### config.mk
export PLATFORM = sky130hd
export DESIGN_NAME = lpc_stream_framer
export DESIGN_NICKNAME = d
export VERILOG_FILES = /design/src/rtl/lpc_stream_pkg.sv /design/src/rtl/lpc_sync_fifo.sv /design/src/rtl/lpc_stream_framer.sv
export SDC_FILE = /design/constraint.sdc
export NUM_CORES = 1
export LEC_CHECK = 0
export CORE_MARGIN = 3
export CORE_UTILIZATION = 46
export DETAILED_ROUTE_END_ITERATION = 10
export PLACE_DENSITY_LB_ADDON = 0.15
export SLEW_MARGIN = 10
export SYNTH_ARGS = -nofsm -noshare
export SYNTH_HDL_FRONTEND = slang
export SYNTH_SLANG_ARGS = --single-unit
### constraint.sdc
create_clock -name ACLK -period 2.9 [get_ports ACLK]
set_input_delay 0.725 -clock ACLK [delete_from_list [all_inputs] [get_ports ACLK]]
set_output_delay 0.725 -clock ACLK [all_outputs]
set_load 0.01 [all_outputs]
### src/rtl/lpc_stream_pkg.sv
// Shared definitions for the LPC stream framer datapath.
// Latency: n/a (types and constant helpers only).
// Backpressure: n/a.
package lpc_stream_pkg;

    // Write-side mode: pass input samples through, or fill out a frame with pad samples.
    typedef enum logic {
        ST_STREAM = 1'b0,
        ST_PAD    = 1'b1
    } state_t;

    // Each FIFO entry is laid out as {data, first, last}.
    localparam int TAG_W = 2;

    // Width of the in-frame sample index. It is never less than one bit.
    function automatic int idx_width(input int frame_len);
        return (frame_len > 1) ? $clog2(frame_len) : 1;
    endfunction

    // Entry width for a given sample width (ENTRY_W = DATA_W + 2).
    function automatic int entry_width(input int data_w);
        return data_w + TAG_W;
    endfunction

endpackage

### src/rtl/lpc_sync_fifo.sv
// Synchronous first-word-fall-through FIFO.
// Latency: an entry pushed in cycle N is visible at o_pop_dat in cycle N+1.
// Backpressure: a push is ignored while o_full is high, and a pop is ignored while o_empty is high.
//
// Ports:
//   i_clk, i_rst           clock, asynchronous active-high reset
//   i_push, i_push_dat     write strobe and entry
//   i_pop                  consume the head entry
//   o_pop_dat              head entry (not meaningful while o_empty)
//   o_full, o_empty        occupancy flags
module lpc_sync_fifo #(
    parameter int DATA_W = 18,
    parameter int DEPTH  = 4
) (
    input  logic              i_clk,
    input  logic              i_rst,
    input  logic              i_push,
    input  logic [DATA_W-1:0] i_push_dat,
    input  logic              i_pop,
    output logic [DATA_W-1:0] o_pop_dat,
    output logic              o_full,
    output logic              o_empty
);

    localparam int AW = (DEPTH > 1) ? $clog2(DEPTH) : 1;

    logic [DATA_W-1:0] r_mem [DEPTH];
    logic [AW:0]       r_wr_ptr;
    logic [AW:0]       r_rd_ptr;
    logic              w_do_push;
    logic              w_do_pop;

    // The extra pointer MSB tells a full FIFO from an empty one when the address bits match.
    assign o_empty   = (r_wr_ptr == r_rd_ptr);
    assign o_full    = (r_wr_ptr[AW] != r_rd_ptr[AW]) &&
                       (r_wr_ptr[AW-1:0] == r_rd_ptr[AW-1:0]);
    assign w_do_push = i_push && !o_full;
    assign w_do_pop  = i_pop && !o_empty;
    assign o_pop_dat = r_mem[r_rd_ptr[AW-1:0]];

    always_ff @(posedge i_clk or posedge i_rst) begin
        if (i_rst) begin
            r_wr_ptr <= '0;
            r_rd_ptr <= '0;
        end else begin
            if (w_do_push) r_wr_ptr <= r_wr_ptr + 1'b1;
            if (w_do_pop)  r_rd_ptr <= r_rd_ptr + 1'b1;
        end
    end

    // The storage is not reset. The empty flag masks any stale contents.
    always_ff @(posedge i_clk) begin
        if (w_do_push) r_mem[r_wr_ptr[AW-1:0]] <= i_push_dat;
    end

endmodule

### src/rtl/lpc_stream_framer.sv
// AXI-stream framer: tags PCM samples with first-of-stream and end-of-frame flags, and zero-pads a stream that ends mid-frame.
// Latency: an accepted sample is presented on M_* one cycle later at the earliest (FWFT buffer).
// Backpressure: S_READY follows the registered FIFO-full flag (no combinational path from M_TREADY) and is low while padding.
//
// Ports:
//   ACLK, ARESET                      clock, asynchronous active-high reset
//   S_DATA/S_VALID/S_EOS/S_READY      sample input. S_EOS is qualified by the handshake.
//   M_TDATA/M_TVALID/M_TREADY         AXI-stream output
//   M_TLAST/M_TUSER                   last sample of a frame / first sample of a stream
//   FRAME_CNT                         count of frames completed on the output (wraps)
//   PADDING                           high while pad samples are being written
module lpc_stream_framer
    import lpc_stream_pkg::*;
#(
    parameter int              DATA_W    = 16,
    parameter int              FRAME_LEN = 1920,
    parameter int              DEPTH     = 4,
    parameter logic [DATA_W-1:0] PAD_VALUE = '0
) (
    input  logic              ACLK,
    input  logic              ARESET,
    input  logic [DATA_W-1:0] S_DATA,
    input  logic              S_VALID,
    input  logic              S_EOS,
    output logic              S_READY,
    output logic [DATA_W-1:0] M_TDATA,
    output logic              M_TVALID,
    input  logic              M_TREADY,
    output logic              M_TLAST,
    output logic              M_TUSER,
    output logic [15:0]       FRAME_CNT,
    output logic              PADDING
);

    localparam int               IDX_W    = idx_width(FRAME_LEN);
    localparam int               ENTRY_W  = entry_width(DATA_W);
    localparam logic [IDX_W-1:0] LAST_IDX = IDX_W'(FRAME_LEN - 1);

    state_t             r_state;
    state_t             w_state_nxt;
    logic [IDX_W-1:0]   r_idx;
    logic               r_sof;
    logic [15:0]        r_frame_cnt;

    logic               w_full;
    logic               w_empty;
    logic               w_push;
    logic               w_pop;
    logic               w_last;
    logic               w_in_hs;
    logic [DATA_W-1:0]  w_wr_data;
    logic               w_wr_first;
    logic [ENTRY_W-1:0] w_wr_entry;
    logic [ENTRY_W-1:0] w_rd_entry;

    assign w_last     = (r_idx == LAST_IDX);
    assign S_READY    = !ARESET && (r_state == ST_STREAM) && !w_full;
    assign w_in_hs    = S_VALID && S_READY;
    assign w_wr_entry = {w_wr_data, w_wr_first, w_last};

    // Next state and the write-port mux. Pad writes carry first=0 and proceed whenever there is space.
    always_comb begin
        w_state_nxt = r_state;
        w_push      = 1'b0;
        w_wr_data   = PAD_VALUE;
        w_wr_first  = 1'b0;
        case (r_state)
            ST_STREAM: begin
                w_push     = w_in_hs;
                w_wr_data  = S_DATA;
                w_wr_first = r_sof;
                // An EOS on the last index already closes the frame, so no padding is needed.
                if (w_in_hs && S_EOS && !w_last) w_state_nxt = ST_PAD;
            end
            ST_PAD: begin
                w_push = !w_full;
                if (!w_full && w_last) w_state_nxt = ST_STREAM;
            end
        endcase
    end

    always_ff @(posedge ACLK or posedge ARESET) begin
        if (ARESET) begin
            r_state     <= ST_STREAM;
            r_idx       <= '0;
            r_sof       <= 1'b1;
            r_frame_cnt <= '0;
        end else begin
            r_state <= w_state_nxt;
            if (w_push)  r_idx <= w_last ? '0 : r_idx + 1'b1;
            // An EOS rearms TUSER for the next stream. Any other accepted sample clears it.
            if (w_in_hs) r_sof <= S_EOS;
            if (w_pop && w_rd_entry[0]) r_frame_cnt <= r_frame_cnt + 16'd1;
        end
    end

    lpc_sync_fifo #(
        .DATA_W (ENTRY_W),
        .DEPTH  (DEPTH)
    ) u_fifo (
        .i_clk      (ACLK),
        .i_rst      (ARESET),
        .i_push     (w_push),
        .i_push_dat (w_wr_entry),
        .i_pop      (w_pop),
        .o_pop_dat  (w_rd_entry),
        .o_full     (w_full),
        .o_empty    (w_empty)
    );

    // The outputs are forced to zero while the FIFO is empty, so unwritten storage never reaches the port.
    assign w_pop     = !w_empty && M_TREADY;
    assign M_TVALID  = !w_empty;
    assign M_TDATA   = w_empty ? '0 : w_rd_entry[ENTRY_W-1:TAG_W];
    assign M_TUSER   = !w_empty && w_rd_entry[1];
    assign M_TLAST   = !w_empty && w_rd_entry[0];
    assign FRAME_CNT = r_frame_cnt;
    assign PADDING   = (r_state == ST_PAD);

endmodule

# Word-level counts from Yosys, hierarchy flattened
# Memory sizes are Yosys's and may differ from the RTL's.
# Cells that the tools add are included.
[word_totals]
reg_bits = 35
ram_bits = 72
inputBits = 21
output_inout_bits = 37
wordCells = 43
n_memories = 1
[mem_list]
columns = ["memory", "words", "word_bits", "rd", "rd_clocked_by_memory_dff", "wr", "line", "rtl"]
rows = [
  ["u_fifo.r_mem", 4, 18, 1, 0, 1, "lpc_sync_fifo.sv:27", "logic [DATA_W-1:0] r_mem [DEPTH];"],
]
[op_classes]
add_sub_neg = 4
n_eq_ne = 4
n_mux = 10
n_bitwise = 1
reduce_logical = 17
[op_table]
columns = ["op", "n"]
rows = [
  ["16-bit 2-to-1 mux", 2],
  ["16-bit by 1-bit adder with 16-bit output (second input constant)", 1],
  ["1-bit logical AND", 13],
  ["11-bit by 1-bit adder with 11-bit output (second input constant)", 1],
  ["11-bit equality test (second input constant)", 1],
  ["11-bit 2-to-1 mux", 1],
  ["3-bit by 1-bit adder with 3-bit output (second input constant)", 2],
  ["1-bit 2-to-1 mux", 5],
  ["1-bit logical NOT", 4],
  ["1-bit one-hot mux with 2 select lines", 2],
  ["3-bit equality test", 1],
  ["2-bit equality test", 1],
  ["1-bit inequality test", 1],
  ["1-bit NOT", 1],
]

# Depth between registers and ports, before layout
[logic_depth]
depth_word = 9
depth_mapped = 6
depth_no_buf = 6

# Modules after synthesis
# A second synthesis with hierarchy kept.
[unflattened]
cells_unflattened = 310
hier_area_um2 = 4793.3
[by_module_without_submodules]
columns = ["module", "n_inst", "cells_each", "area_per_inst_um2", "seq_area_each_um2"]
rows = [
  ["lpc_sync_fifo", 1, 144, 3113.0, 2312.2],
  ["lpc_stream_framer", 1, 166, 1680.4, 726.9],
]

# Worst setup path before layout
# No wires, ideal clock.
[synth_timing]
kind = "register to output"
startpoint = "register u_fifo.r_rd_ptr[0]"
endpoint = "output M_TDATA[10]"
arrival_time_ns = 1.557
required_time_ns = 2.175
setup_slack_ns = 0.618
stages_incl_launch_ff = 5
path_buffers = 2
cell_sequence = "dfrtp_1 > buf_6 > buf_2 > mux4_2 > and2_1"
[synth_via]
elab_chain_cells = 2
[synth_lines]
columns = ["element", "line", "rtl"]
rows = [
  ["start: declaration", "lpc_sync_fifo.sv:29", "logic [AW:0] r_rd_ptr;"],
  ["start signal: assignment", "lpc_sync_fifo.sv:47", "if (w_do_pop) r_rd_ptr <= r_rd_ptr + 1'b1;"],
  ["memory 4 x 18 bit or 3-bit equality test (tied branches)", "n/a", ""],
  ["16-bit 2-to-1 mux (*)", "lpc_stream_framer.sv:114", "assign M_TDATA = w_empty ? '0 : w_rd_entry[ENTRY_W-1:TAG_W];"],
  ["end: declaration", "lpc_stream_framer.sv:26", "output logic [DATA_W-1:0] M_TDATA,"],
]
# Mark *: on every way between the ends. The rest lies on a longest branch, timed or not.

# Worst setup path after layout
[layout_timing]
startpoint = "register u_fifo.r_rd_ptr[0]"
endpoint = "output S_READY"
[layout_via]
elab_chain_cells = 4
[layout_lines]
columns = ["element", "line", "rtl"]
rows = [
  ["2-bit equality test", "lpc_sync_fifo.sv:36", "(r_wr_ptr[AW-1:0] == r_rd_ptr[AW-1:0]);"],
  ["1-bit logical AND", "lpc_sync_fifo.sv:35", "assign o_full = (r_wr_ptr[AW] != r_rd_ptr[AW]) &&"],
  ["1-bit logical NOT", "lpc_stream_framer.sv:57", "assign S_READY = !ARESET && (r_state == ST_STREAM) && !w_full;"],
  ["1-bit logical AND", "lpc_stream_framer.sv:57", ""],
  ["end: declaration", "lpc_stream_framer.sv:25", "output logic S_READY,"],
]
# Every way passes these cells.

==> impl_metrics.py <==
metrics = {
    "run_status": {
        "run_status": "finished clean",
    },
    "logic_synthesis": {
        "synth-edff-count": 72,
        "synth.lib_cells_used.distinct": 36,
        "yosys_reg_bits": 107,
        "synth_warnings": 0,
        "synth_top_cells_by_area": "sky130_fd_sc_hd__edfxtp_1, sky130_fd_sc_hd__dfrtp_1, sky130_fd_sc_hd__mux4_2",
        "ys.flop_type": "sky130_fd_sc_hd__edfxtp_1",
        "synthesis.nets": 329,
        "syn-instance-count": 301,
        "synth_top_cell_area_share": 0.472,
        "synth_area_um2": 4580,
        "synth_area_leader": "sky130_fd_sc_hd__edfxtp_1",
        "synthArstFlopShare": 0.327,
        "seq_area_frac_synth": 0.663,
        "synthesis.area_per_instance_um2": 15.2,
    },
    "global_route": {
        "grt_remaining_overflow": 0,
        "grt_max_degree": 36,
        "wire_length_of_the_first_global_routing_pass_mm": 13.5,
        "first_global_vias": 2648,
        "grt_use_total": 0.155,
        "grt_antenna_before_repair": 0,
    },
    "critical_path": {
        "r2r_setup_slack_ns": 1.03,
        "timing.critical_path.slowest_cell_delay_ns": 0.47,
        "critical_path_class": "register to output pin",
        "worstPathRequired_ns": 2.17,
        "start_kind": "register",
        "cp_data_arrival_time_ns": 2.11,
        "timing.rr.end": "u_fifo.r_mem[0][2]",
        "r2r.worst_path.cells": 6,
        "crit_start": "u_fifo.r_rd_ptr[0]",
        "crit-reg2reg-launch": "u_fifo.r_rd_ptr[0]",
        "worst_setup_path_endpoint": "S_READY",
        "cp_slowest_cell": "sky130_fd_sc_hd__clkdlybuf4s50_1",
        "path_max_fanout": 6,
        "critical_path.cell_chain": "buf_4 -> xor2_4 -> or3_4 -> and2_1 -> clkdlybuf4s50_1",
        "timing.critical_path.to_type": "output pin",
    },
    "drt": {
        "routed_wire_length_mm": 8.24,
        "post_drt_via_cell_ratio": 5.30,
        "final_antenna_net_count": 0,
        "drc_errors": 0,
        "avgRoutedWirePerCell_um": 16.3,
        "drt_pass1_iterations": 6,
        "routed-via-count": 2680,
        "dr.first_iter.drc_count": 136,
    },
    "floorplanning": {
        "rows": 35,
        "initial_utilization": 0.485,
        "core_region_area_um2": 9460,
        "die_area_um2": 11200,
        "dieWidth_um": 106,
        "die_h_um": 106,
        "top_level_ports": 58,
    },
    "placed_design": {
        "detailedPlace.worstSlack_ns": 0.173,
        "detailedPlacementHpwl_mm": 5.36,
        "place.port_buffers": 57,
        "routability_cong": 0.791,
    },
    "power_and_ir_drop": {
        "total_switching_power_uw": 2080,
        "leakagePower_uw": 0.00214,
        "switching_share": 0.339,
        "power.density_cell_area_nw_per_um2": 1080,
        "seq_power_share": 0.414,
        "power.share.clock": 0.142,
        "internal_power_uw": 4050,
        "vdd.ir_drop.worst_mv": 0.519,
        "p_comb_frac": 0.444,
    },
    "clocking": {
        "ctsRootBufferMaster": "sky130_fd_sc_hd__clkbuf_8",
        "h-tree-depth": 3,
        "numClockSinks": 107,
        "tritoncts.num_buffers": 9,
        "cts-root-to-sink-buffers": 2,
        "cts_tree": "yes",
        "clock_pin_slew_worst_setup_and_hold_paths_ns": 0.09,
        "clock_latency_ns": 0.36,
    },
    "job": {
        "drv_cap": 0,
    },
    "sta": {
        "period_minus_slack_ns": 2.83,
        "finalSetupViolCount": 0,
        "setup_slack_after_layout_ns": 0.0670,
        "final_max_slew_viol_count": 0,
        "worst_slew_margin_rel": 0.534,
        "timing.clock.skew_ns": 0.0121,
        "fin_crit_sh": 0.977,
        "max_freq_mhz": 353,
        "hold_viol": 0,
        "worstMarginPinSlew_ns": 0.699,
        "timing.setup.tns_ns": 0,
    },
    "layout": {
        "antennaDiodeCount": 0,
        "seqCellArea_um2": 3040,
        "synthToLayoutAreaGrowth_pct": 23.5,
        "multiInputGateArea_um2": 1520,
        "post_route_cells_drive_above_1_share": 0.156,
        "num-fill-cells": 782,
        "finalNetCount": 401,
    },
    "min_path": {
        "hold_path_class": "register to register",
    },
}
==> cell usage in the layout (no fill, tap or decap), types with 3 or more instances in the layout <==
cell,instances
sky130_fd_sc_hd__buf_12,3
sky130_fd_sc_hd__nand2_1,15
sky130_fd_sc_hd__nand4_1,10
sky130_fd_sc_hd__buf_4,8
sky130_fd_sc_hd__o21ai_0,6
sky130_fd_sc_hd__clkdlybuf4s50_1,38
sky130_fd_sc_hd__nor4_1,3
sky130_fd_sc_hd__xor2_1,10
sky130_fd_sc_hd__edfxtp_1,72
sky130_fd_sc_hd__nand3_1,17
sky130_fd_sc_hd__clkbuf_8,9
sky130_fd_sc_hd__ha_1,7
sky130_fd_sc_hd__nor2b_1,18
sky130_fd_sc_hd__inv_1,6
sky130_fd_sc_hd__and2_1,23
sky130_fd_sc_hd__mux2_2,3
sky130_fd_sc_hd__xnor2_1,14
sky130_fd_sc_hd__nor2_1,7
sky130_fd_sc_hd__dlygate4sd2_1,16
sky130_fd_sc_hd__mux4_2,18
sky130_fd_sc_hd__or3_1,4
sky130_fd_sc_hd__dfrtp_1,33
sky130_fd_sc_hd__dlymetal6s2s_1,3
==> repair_timing <==
action	in CTS	in global routing
hold buffers	0	0
pin swaps	0	0
setup buffers	1	1
cloned	0	0
setup endpoints to repair	19	5
resized for setup	23	8
==> Yosys cell counts (7+ instances only) <==
| cell | number |
|---|---|
| sky130_fd_sc_hd__edfxtp_1 | 72 |
| sky130_fd_sc_hd__dfrtp_1 | 34 |
| sky130_fd_sc_hd__and2_1 | 23 |
| sky130_fd_sc_hd__mux4_2 | 18 |
| sky130_fd_sc_hd__nor2b_1 | 18 |
| sky130_fd_sc_hd__nand3_1 | 17 |
| sky130_fd_sc_hd__nand2_1 | 15 |
| sky130_fd_sc_hd__xnor2_1 | 14 |
| sky130_fd_sc_hd__xor2_1 | 12 |
| sky130_fd_sc_hd__nand4_1 | 10 |
| sky130_fd_sc_hd__ha_1 | 7 |
| sky130_fd_sc_hd__nor2_1 | 7 |
==> power by group through the flow <==
stage,logic [µW],clock network [µW],registers (µW)
after global routing,2980,968,2610
final,2720,872,2540
after floorplan,1620,0,2510
after detailed placement,2820,0,2560
after global placement,2810,0,2520
after CTS,2720,904,2540
==> worst min-delay path by stage <==
| stage | from | cells past startpoint | endpoint |
|---|---|---|---|
| 6_report | r_idx[6] | 1 | r_idx[6] |
| 5_1_grt | FRAME_CNT[15] | 1 | FRAME_CNT[15] |
| 4_1_cts | r_idx[6] | 1 | r_idx[6] |
| 3_5_place_dp | r_idx[6] | 1 | r_idx[6] |
| 3_3_place_gp | r_idx[6] | 1 | r_idx[6] |
| 2_1_floorplan | r_idx[6] | 1 | r_idx[6] |
==> registers in the layout, indices dropped and copies added (netlist names) <==
| register | count |
|---|---|
| r_sof | 1 |
| u_fifo.r_wr_ptr | 3 |
| PADDING | 1 |
| u_fifo.r_mem | 72 |
| FRAME_CNT | 16 |
| r_idx | 11 |
| u_fifo.r_rd_ptr | 3 |
==> layout make-up <==
cell class | instances | area share
inverters | 7 | 0.00464
flip-flops and latches | 107 | 0.537
clock buffers | 9 | 0.0219
clock inverters | 6 | 0.0113
multi-input cells | 177 | 0.269
well taps | 129 | 0.0285
repair buffers | 71 | 0.127
==> through the flow <==
| step | util | hold WS (ns) | total power [µW] | std cells | cell area [µm²] |
|---|---|---|---|---|---|
| final | 0.598 | 0.476 | 6140 | 506 | 5660 |
| after detailed placement | 0.570 | 0.462 | 5370 | 489 | 5390 |
| after CTS | 0.593 | 0.480 | 6160 | 505 | 5610 |
| after floorplan | - | 0.435 | 4130 | 301 | 4580 |
| after global routing | 0.598 | 0.486 | 6550 | 506 | 5660 |
| after global placement | 0.570 | 0.456 | 5330 | 489 | 5390 |
==> critical path: cells and delay by family (launching register included) <==
| family | cells | cell delay [ns] |
|---|---|---|
| XOR/XNOR | 1 | 0.17 |
| buffers and inverters | 2 | 0.64 |
| flip-flops | 1 | 0.43 |
| AND/OR/NAND/NOR | 2 | 0.52 |
==> metal layers <==
layer,part of all wire,GRT usage,vias up
met2,0.51,0.263,55
met3,0.039,0.0398,10
met5,0,0,-
li1,-,-,1264
met4,0.015,0.0426,0
met1,0.43,0.199,1351
==> logic make-up after synthesis <==
| kind of cell | after synthesis | share of synthesized area |
|---|---|---|
| DFF | 107 | 0.663 |
| muxes | 21 | 0.0958 |
| xor gates and xnor gates | 26 | 0.0497 |
| AOI/OAI and AO/OA | 15 | 0.0229 |
| buffers and inverters | 17 | 0.0164 |
| and+or+nand+nor | 108 | 0.133 |
| adders and majority gates | 7 | 0.0191 |
(Power assumes the default switching activity.)
